### config.mk
export PLATFORM = sky130hd
export DESIGN_NAME = logic_unit_seq
export DESIGN_NICKNAME = d
export VERILOG_FILES = /design/src/rtl/logic_unit_seq.sv
export SDC_FILE = /design/constraint.sdc
export NUM_CORES = 1
export LEC_CHECK = 0
export ABC_AREA = 1
export BUFFER_PORTS_ARGS = -buffer_cell sky130_fd_sc_hd__buf_2
export CORE_ASPECT_RATIO = 1.4
export CORE_UTILIZATION = 31
export DETAILED_ROUTE_END_ITERATION = 8
export GPL_TIMING_DRIVEN = 0
export PLACE_DENSITY = 0.48
export SLEW_MARGIN = 0
export SYNTH_ARGS = -nofsm -noshare
export SYNTH_HDL_FRONTEND = slang
export SYNTH_SLANG_ARGS = --single-unit
### constraint.sdc
create_clock -name clk -period 3.4 [get_ports clk]
set_input_delay 0.34 -clock clk [delete_from_list [all_inputs] [get_ports clk]]
set_output_delay 0.34 -clock clk [all_outputs]
set_load 0.02 [all_outputs]
### src/rtl/logic_unit_seq.sv
// Slice-serial AND/OR/XOR/PASS-A logic unit with optional inversion and result flags.
// One command at a time: accept in IDLE, SLICE bits per cycle in RUN, hold result in DONE.
module logic_unit_seq #(
  parameter int unsigned WIDTH = 32,
  parameter int unsigned SLICE = 8
) (
  input  logic             clk,
  input  logic             rst_n,
  input  logic             in_valid,
  output logic             in_ready,
  input  logic [1:0]       op,
  input  logic             inv,
  input  logic [WIDTH-1:0] a,
  input  logic [WIDTH-1:0] b,
  output logic             out_valid,
  input  logic             out_ready,
  output logic [WIDTH-1:0] out,
  output logic             zero,
  output logic             ones,
  output logic             parity
);

  localparam int unsigned N    = WIDTH / SLICE;
  localparam int unsigned CntW = (N > 1) ? $clog2(N) : 1;

  if (SLICE == 0 || (WIDTH % SLICE) != 0) begin : g_bad_slice
    $error("logic_unit_seq: WIDTH must be a non-zero multiple of SLICE");
  end

  typedef enum logic [1:0] {StIdle, StRun, StDone} state_e;

  state_e            state_q, state_d;
  logic [WIDTH-1:0]  a_q, a_d;
  logic [WIDTH-1:0]  b_q, b_d;
  logic [1:0]        op_q, op_d;
  logic              inv_q, inv_d;
  logic [CntW-1:0]   cnt_q, cnt_d;
  logic [WIDTH-1:0]  out_q, out_d;
  logic              zero_q, zero_d;
  logic              ones_q, ones_d;
  logic              parity_q, parity_d;

  logic              accept;
  logic              last_slice;
  logic [SLICE-1:0]  a_sl, b_sl, res_sl;

  assign accept     = in_valid & in_ready;
  assign last_slice = (cnt_q == CntW'(N - 1));

  // State register
  always_ff @(posedge clk or negedge rst_n) begin
    if (!rst_n) begin
      state_q <= StIdle;
    end else begin
      state_q <= state_d;
    end
  end

  // Next-state logic
  always_comb begin
    state_d = state_q;
    unique case (state_q)
      StIdle: if (accept)     state_d = StRun;
      StRun:  if (last_slice) state_d = StDone;
      StDone: if (out_ready)  state_d = StIdle;
      default:                state_d = StIdle;
    endcase
  end

  // Handshake outputs are pure functions of state
  always_comb begin
    in_ready  = 1'b0;
    out_valid = 1'b0;
    unique case (state_q)
      StIdle:  in_ready  = 1'b1;
      StDone:  out_valid = 1'b1;
      default: ;
    endcase
  end

  // Current slice of the registered operands
  always_comb begin
    a_sl   = a_q[int'(cnt_q) * SLICE +: SLICE];
    b_sl   = b_q[int'(cnt_q) * SLICE +: SLICE];
    res_sl = '0;
    unique case (op_q)
      2'b00: res_sl = a_sl & b_sl;
      2'b01: res_sl = a_sl | b_sl;
      2'b10: res_sl = a_sl ^ b_sl;
      2'b11: res_sl = a_sl;
    endcase
    res_sl = res_sl ^ {SLICE{inv_q}};
  end

  // Datapath next-state: capture on accept, accumulate one slice per RUN cycle
  always_comb begin
    a_d      = a_q;
    b_d      = b_q;
    op_d     = op_q;
    inv_d    = inv_q;
    cnt_d    = cnt_q;
    out_d    = out_q;
    zero_d   = zero_q;
    ones_d   = ones_q;
    parity_d = parity_q;
    if (accept) begin
      a_d      = a;
      b_d      = b;
      op_d     = op;
      inv_d    = inv;
      cnt_d    = '0;
      out_d    = '0;
      zero_d   = 1'b1;
      ones_d   = 1'b1;
      parity_d = 1'b0;
    end else if (state_q == StRun) begin
      out_d[int'(cnt_q) * SLICE +: SLICE] = res_sl;
      zero_d   = zero_q & (res_sl == '0);
      ones_d   = ones_q & (res_sl == '1);
      parity_d = parity_q ^ (^res_sl);
      if (!last_slice) begin
        cnt_d = cnt_q + CntW'(1);
      end
    end
  end

  always_ff @(posedge clk or negedge rst_n) begin
    if (!rst_n) begin
      a_q      <= '0;
      b_q      <= '0;
      op_q     <= 2'b00;
      inv_q    <= 1'b0;
      cnt_q    <= '0;
      out_q    <= '0;
      zero_q   <= 1'b0;
      ones_q   <= 1'b0;
      parity_q <= 1'b0;
    end else begin
      a_q      <= a_d;
      b_q      <= b_d;
      op_q     <= op_d;
      inv_q    <= inv_d;
      cnt_q    <= cnt_d;
      out_q    <= out_d;
      zero_q   <= zero_d;
      ones_q   <= ones_d;
      parity_q <= parity_d;
    end
  end

  assign out    = out_q;
  assign zero   = zero_q;
  assign ones   = ones_q;
  assign parity = parity_q;

endmodule

==> summary.txt, run 1 <==
Cells and area
  • Diodes inserted: 0
  • Syn-to-layout area delta: 23.7%
  • Share of layout cells above drive strength 1: 23.3%
  • Commonest non-fill, non-tap cells in the layout: nand2_1 (369), buf_2 (113), dfrtp_1 (105)
  • Commonest non-fill, non-tap cell in the layout: nand2_1
  • Non-filler instance count after layout: 1090
  • Nets: 948

Yosys
  • Top area cells in the synthesized netlist: dfrtp_1 (47%), nand2_1 (25%), ha_1 (6.3%)
  • Cell area after synthesis: 5600 um2
  • Yosys top cell by area: dfrtp_1
  • Asr flop ratio synth: 100%
  • EDFF count, synth: 0
  • Netlist cell types: 32
  • Yosys top cell area share: 47.4%
  • Syn nets: 823
  • Sequential fraction of the synthesis area: 47.4%
  • Yosys warns: 0
  • Main flop type after synthesis: dfrtp_1
  • Synthesized instance count: 724
  • Yosys reg bits: 106
  • Syn_area_per_cell: 7.73 um2

Setup path
  • CP Data Required Time: 3650 ps
  • Worst reg2reg path depth: 20
  • Data arrival, critical path: 3350 ps
  • FF-to-FF setup slack: 310 ps
  • Worst setup EP type: register
  • Crit path kind: reg -> reg
  • Worst Path Max Fanout: 16
  • CP Launch Type: register

Clock network
  • Root buf cell: clkbuf_16
  • Num CTS Buffers: 9
  • Clock slew at reported path FFs: 80 ps
  • Clock sinks: 106
  • Htree depth: 3
  • Worst-Skew Late Latency: 370 ps
  • TritonCTS clock tree: built
  • Max Buffers Root-to-Sink: 2

Floorplan
  • # rows: 57
  • Initial Util: 31.9%
  • IO Pins: 108
  • Die width: 116 um
  • Die ar.: 18600 um2
  • Area of the core: 17500 um2
  • Die Ht: 161 um

Hold path
  • Hold Path Class: in -> reg
  • Hold path cells: 3

Timing
  • Worst slew pin tran: 508 ps
  • Hold WS: 166 ps
  • Pins Over Slew Limit: 0
  • Crit share post-route: 91.0%
  • Fin worst setup slack: 306 ps
  • Final hold violation count: 0
  • Max frequency: 323 MHz
  • Final setup fails: 0
  • Tmin final: 3090 ps
  • RSZ-0062 raised after global routing: no
  • Normalized max-slew margin: 66.1%
  • Setup TNS: 0 ps
  • Skew final: 15.3 ps

Drt
  • Via/cell ratio: 4.51
  • DRT iter0 DRCs: 216
  • Post-route ant nets: 0
  • DRT Pass-1 Iters: 4
  • Vias post-DR: 4919
  • WL/cell: 14.4 um
  • Final wirelength: 15700 um
  • DRC: 0

Placement
  • Pre-CTS setup slack: -336 ps
  • Placed wire-length estimate: 11900 um
  • RePlAce Congestion: 0.776
  • Dpl cells: 1068
  • I/O Buffers: 107

Power and ir drop
  • Lkg Pwr: 3.88 nW
  • Max IR drop VDD: 0.569 mV
  • Combinational power share: 60.6%
  • Sequential share of power: 26.6%
  • Sw frac: 48.4%
  • Cell Int Power: 4.02 mW
  • Switching pwr: 3.78 mW
  • Clk network pwr share: 12.8%
  • PD cells: 1130 nW/um2

GRT
  • Largest net degree at the start of global routing: 59
  • Initial antenna violation count: 0
  • Vias in the first global route: 4897
  • GRT Overall Usage: 18.1%
  • First-pass GRT wire length: 25200 um
  • Total gr overflow: 0

Run status
  • Status: completed

Flow run
  • # Max-Cap Violations: 0
worst paths after layout:
| kind | from | end |
|---|---|---|
| max reg2reg | cnt_q[1]$_DFFE_PN0P_ | parity$_DFFE_PN0P_ |
| max | cnt_q[1]$_DFFE_PN0P_ | parity$_DFFE_PN0P_ |
| min reg2reg | a_q[22]$_DFFE_PN0P_ | a_q[22]$_DFFE_PN0P_ |
| max in group asynchronous | rst_n | b_q[2]$_DFFE_PN0P_ |
| min | b[29] | b_q[29]$_DFFE_PN0P_ |
| min in group asynchronous | rst_n | parity$_DFFE_PN0P_ |
cell usage after synthesis, types with 8 or more instances:
cell type / instances
inv_1: 39
a21oi_1: 8
dfrtp_1: 106
nand3_1: 48
a32oi_1: 8
buf_2: 13
nand4_1: 17
nand2_1: 369
nand2_2: 8
inv_2: 16
ha_1: 28
o21ai_1: 12
clkbuf_1: 11
cell families after synthesis:
kind of cell / Yosys count / synth area share [%]
buffers and inverters: 89 / 6.89
flip-flops: 106 / 47.4
XOR/XNOR: 3 / 0.470
adder cells (fa/ha/maj): 28 / 6.26
AO/OA/AOI/OAI: 41 / 4.85
AND/OR/NAND/NOR: 457 / 34.1
critical path, stage by stage, from the launching register on:
cell and delay (ps):
dfrtp_1 410, buf_6 160, inv_4 160, buf_6 190, a21oi_1 60, a32oi_1 220, inv_1 70, ha_1 270
nand2_1 50, nand2_1 70, inv_1 30, nand2_1 80, nand2_1 50, nand2_1 70, nand2_2 120, ha_1 350
xor2_2 170, xnor2_2 190, nand2_1 110, o21ai_1 120, inv_1 40
per-stage QoR:
stage               util [%]  instance area (um2)  total power, mW
CTS                     38.8                 6810             7.38
detailed placement      36.8                 6460             6.28
finish                  39.5                 6930             7.80
global placement        36.6                 6430             6.25
floorplan                  -                 5600             5.01
global route            39.5                 6930             8.57
power by group through the flow:
stage	Sequential (mW)	Combinational (mW)	Clock, mW
after floorplan	2.09	2.92	0
after global placement	2.10	4.15	0
after detailed placement	2.10	4.18	0
after CTS	2.08	4.29	1.02
after global routing	2.13	5.37	1.06
final	2.07	4.73	0.999
final cells by class:
class                      instances  area (um2)
timing repair buffer             116         632
multi-input combinational        529        2660
sequential                       106        2650
tap                              236         295
inverter                          58         228
clock buffer                      12         246
clock inverter                     4        26.3
buffer                            29         185
fill                            1948       10600
layer usage:
metal	part of all wire [%]	GRT usage, %	vias up	wire length, um
met3	3.3	2.96	28	514
li1	-	-	2534	-
met4	2.9	7.67	0	447
met1	43	21.2	2244	6730
met5	0	0	-	0
met2	51	32.0	113	7970
flip-flops by register name (all words and copies together) (netlist names):
register and cells:
state_q 2, op_q 2, parity 1, ones 1, cnt_q 2, a_q 32, inv_q 1, b_q 32
zero 1, out 32
repair_timing:
item / 4_1_cts / 5_1_grt
cloned: 0 / 0
setup buffers: 3 / 4
gates resized for setup: 12 / 16
setup endpoints to repair: 1 / 1
hold endpoints to repair: 48 / 0
hold buffers: 1 / 0
pin swaps: 2 / 7
No activity file was read; power rests on OpenSTA's default activity.
==> run 2, diff against run 1 <==
--- a/config.mk
+++ b/config.mk
@@ -5,13 +5,12 @@
 export SDC_FILE = /design/constraint.sdc
 export NUM_CORES = 1
 export LEC_CHECK = 0
-export ABC_AREA = 1
 export BUFFER_PORTS_ARGS = -buffer_cell sky130_fd_sc_hd__buf_2
 export CORE_ASPECT_RATIO = 1.4
 export CORE_UTILIZATION = 31
 export DETAILED_ROUTE_END_ITERATION = 8
 export GPL_TIMING_DRIVEN = 0
-export PLACE_DENSITY = 0.48
+export PLACE_DENSITY = 0.47
 export SLEW_MARGIN = 0
 export SYNTH_ARGS = -nofsm -noshare
 export SYNTH_HDL_FRONTEND = slang
==> run 2 against run 1 <==
  * Flip-flop and latch count is the same
  * Area after synthesis grew 14%
  * Via count grew 13%
  * Sequential share of layout area shrank 4.4 points
  * Fmax shrank 8.2%
  * Worst setup slack lost 280 ps
  * Routed wire length grew 26%
  * Critical path depth shrank 4
  * Hold slack lost 5.2 ps
  * Final cell count grew 2.0%
  * Power grew 15%
  * Largest cell class unchanged
==> summary.txt, run 2 <==
Setup path
  • Worst Path Max Fanout: 7 (-9)
  • CP top delay family: simple AND/OR/NAND/NOR gates
  • FF-to-FF setup slack: 30 ps (-280 ps)
  • Worst setup EP type: register
  • CP Data Required Time: 3650 ps (about the same)
  • Slowest cell on crit path: or3_4
  • CP Launch Type: register
  • RR Endpoint: parity$_DFFE_PN0P_
  • Crit path kind: reg -> reg
  • CP Buf/Inv Count: 4 (-2)
  • CP peak stage delay: 450 ps (+40 ps)
  • Worst reg2reg path depth: 16 (-20%)
  • CP most frequent cell: nand2_1
  • Crit-path cells: buf_8 -> buf_12 -> buf_12 -> mux2i_1 -> nand2_1 -> nand2_1 -> inv_1 -> ha_1 -> or3_4 -> o21a_4 -> xor2_1 -> ha_1 -> xnor2_2 -> xnor2_1 -> nand2_1 -> mux2i_1
  • WP depth: 16 (-20%)
  • Data arrival, critical path: 3620 ps (+270 ps)
  • Worst r2r src: cnt_q[0]$_DFFE_PN0P_

Drt
  • Final wirelength: 19700 um (+26%)
  • WL/cell: 17.7 um (+23%)
  • Wire length on met2: 9820 um (+23%)
  • DRT Pass-1 Iters: 5 (+1)
  • Met1 WL: 8470 um (+26%)
  • Vias post-DR: 5569 (+13%)
  • Met3 wire length: 661 um (+29%)
  • Via/cell ratio: 5.01 (+11%)
  • Post-route ant nets: 0 (unchanged)
  • DRC: 0 (unchanged)
  • DRT iter0 DRCs: 285 (+32%)
  • Max Used Layer: met4

Timing
  • Normalized max-slew margin: 25.0% (-41 points)
  • Max frequency: 297 MHz (-8.2%)
  • Hold WS: 161 ps (-5.22 ps)
  • Final setup fails: 0 (unchanged)
  • Crit share post-route: 99.1% (+8.1 points)
  • Skew final: 8.38 ps (-6.93 ps)
  • Tmin final: 3370 ps (+275 ps)
  • Final hold violation count: 0 (unchanged)
  • Worst slew pin tran: 1120 ps (+614 ps)
  • RSZ-0062 raised after global routing: yes
  • Pins Over Slew Limit: 0 (unchanged)

Floorplan
  • Die width: 123 um (+6.6%)
  • Die Ht: 172 um (+6.6%)
  • Initial Util: 31.9% (about the same)
  • # rows: 61 (+7.0%)
  • Die ar.: 21100 um2 (+14%)
  • Area of the core: 20000 um2 (+14%)
  • IO Pins: 108 (unchanged)

Cells and area
  • Nets: 954 (+0.63%)
  • Commonest non-fill, non-tap cells in the layout: nand2_1 (268), buf_2 (114), dfrtp_1 (106)
  • Commonest non-fill, non-tap cell in the layout: nand2_1
  • Diodes inserted: 0 (unchanged)
  • Fin area: 7810 um2 (+13%)
  • Share of layout cells above drive strength 1: 23.8% (+0.54 points)
  • Syn-to-layout area delta: 22.6%
  • Non-filler instance count after layout: 1112 (+2.0%)

GRT
  • Largest net degree at the start of global routing: 60 (+1.7%)
  • Total gr overflow: 0 (unchanged)
  • GRT Overall Usage: 19.9% (+1.8 points)
  • First-pass GRT wire length: 31300 um (+24%)
  • Vias in the first global route: 5617 (+15%)
  • Initial antenna violation count: 0 (unchanged)

Clock network
  • Clock sinks: 106 (unchanged)
  • Worst-Skew Late Latency: 360 ps (about the same)
  • Num CTS Buffers: 9 (unchanged)
  • TritonCTS clock tree: built
  • Clock slew at reported path FFs: 80 ps (about the same)
  • Root buf cell: clkbuf_16
  • Htree depth: 3 (unchanged)
  • Max Buffers Root-to-Sink: 2 (unchanged)

Placement
  • Placed Area: 7260 um2 (+12%)
  • Dpl cells: 1092 (+2.2%)
  • Placed wire-length estimate: 15300 um (+29%)
  • RePlAce Congestion: 0.843 (+8.6%)
  • I/O Buffers: 107 (unchanged)

Yosys
  • Post-synthesis mux area share: 7.70% (+7.7 points)
  • Yosys top cell area share: 41.6% (-5.8 points)
  • Main flop type after synthesis: dfrtp_1
  • Synth Area in Compound Gates: 13.3% (+8.5 points)
  • Most common library cells after synthesis: nand2_1 (268), dfrtp_1 (106), o211ai_1 (46)
  • Most frequent cell after synthesis: nand2_1
  • EDFF count, synth: 0 (unchanged)
  • Syn_area_per_cell: 8.71 um2 (+13%)
  • Simple-gate share of the synthesized area: 24.5% (-9.6 points)
  • XOR/XNOR Fraction of Synth Area: 2.75% (+2.3 points)
  • Asr flop ratio synth: 100% (unchanged)
  • Adder-Cell Fraction of Synth Area: 5.50% (-0.76 points)
  • Yosys warns: 0 (unchanged)
  • Main combinational cell family by area after synthesis: simple AND/OR/NAND/NOR gates
  • Yosys top cell by area: dfrtp_1
  • Cell area after synthesis: 6370 um2 (+14%)
  • Netlist cell types: 51 (+59%)
  • Sequential fraction of the synthesis area: 41.6% (-5.8 points)
  • Yosys reg bits: 106 (unchanged)
  • Top area cells in the synthesized netlist: dfrtp_1 (42%), nand2_1 (16%), ha_1 (5.5%)
  • Synthesized instance count: 732 (+1.1%)
  • Syn nets: 831 (+0.97%)

Power and ir drop
  • Max IR drop VDD: 0.321 mV (-44%)
  • Lkg Pwr: 3.75 nW (-3.3%)
  • PD cells: 1150 nW/um2 (+2.1%)

Hold path
  • Hold path endpoint: b_q[17]$_DFFE_PN0P_
  • Hold Path Class: in -> reg
  • Worst Min Path Start: b[17]
  • Hold path cells: 3 (unchanged)

Flow run
  • # Max-Cap Violations: 0 (unchanged)

Run status
  • Status: completed
## run 2: cell types whose count changed after synthesis, moves of 12 or more
| cell | previous run | this run |
|---|---|---|
| a211oi_1 | 0 | 14 |
| a31oi_1 | 0 | 14 |
| clkbuf_1 | 11 | 30 |
| inv_1 | 39 | 18 |
| inv_2 | 16 | 0 |
| mux2i_1 | 0 | 31 |
| nand2_1 | 369 | 268 |
| nand3_1 | 48 | 2 |
| nand4_1 | 17 | 2 |
| nor2_1 | 6 | 19 |
| nor3_1 | 0 | 25 |
| o211ai_1 | 0 | 46 |
| o21ai_1 | 12 | 0 |
## run 2: what timing repair did
item,CTS,global route
hold buffers,1,0
endpoints found under the hold margin,47,0
gates resized for setup,46,9
cloned,1,0
setup endpoints to repair,3,2
buffers inserted,9,0
pin swaps,6,1
## run 2: worst min-delay path, stage by stage
cell and delay (ps):
buf_2 70, nand2_1 40, nand2_1 40
## run 2: report_power, final
group          leakage [nW]  total, mW  switching [mW]  internal, mW
registers              1.36       2.14           0.322          1.82
clock network         0.143       1.05           0.518         0.532
logic                  2.25       5.79            3.41          2.38
## run 2: cell type report
class	count	area, um2
Multi-Input combinational cell	560	3570
Fill cell	2126	12200
Inverter	19	72.6
Clock inverter	5	46.3
Timing Repair Buffer	119	687
Sequential cell	106	2650
Clock buffer	11	243
Tap cell	252	315
Buffer	40	231
## run 2: per-layer routing
layer  GRT usage [%]  up-vias
li1                -     2747
met1            24.4     2639
met2            34.1      146
met3            2.79       37
met4            9.01        0
met5               0        -
## run 2: logic make-up after synthesis
family	Yosys count
adder cells (fa/ha/maj)	28
XOR/XNOR	20
buffers and inverters	66
flip-flops	106
AO/OA/AOI/OAI	113
AND/OR/NAND/NOR	360
multiplexers	39
## run 2: how the worst max path moves through the flow
stage / startpoint / to
2_1_floorplan: cnt_q[0]$_DFFE_PN0P_ / parity$_DFFE_PN0P_
3_3_place_gp: cnt_q[1]$_DFFE_PN0P_ / parity$_DFFE_PN0P_
3_5_place_dp: cnt_q[0]$_DFFE_PN0P_ / parity$_DFFE_PN0P_
4_1_cts: cnt_q[0]$_DFFE_PN0P_ / parity$_DFFE_PN0P_
5_1_grt: cnt_q[0]$_DFFE_PN0P_ / parity$_DFFE_PN0P_
6_report: cnt_q[0]$_DFFE_PN0P_ / parity$_DFFE_PN0P_
## run 2: through the flow
step | power [mW] | util (%) | TNS, ps | setup slack [ps]
floorplan | 5.87 | - | 0 | 18.0
CTS | 8.96 | 39.0 | 0 | 6.19
detailed placement | 7.41 | 36.3 | -958 | -477
global route | 9.81 | 39.1 | -145 | -145
global placement | 7.35 | 36.1 | -958 | -481
finish | 8.99 | 39.1 | 0 | 30.3
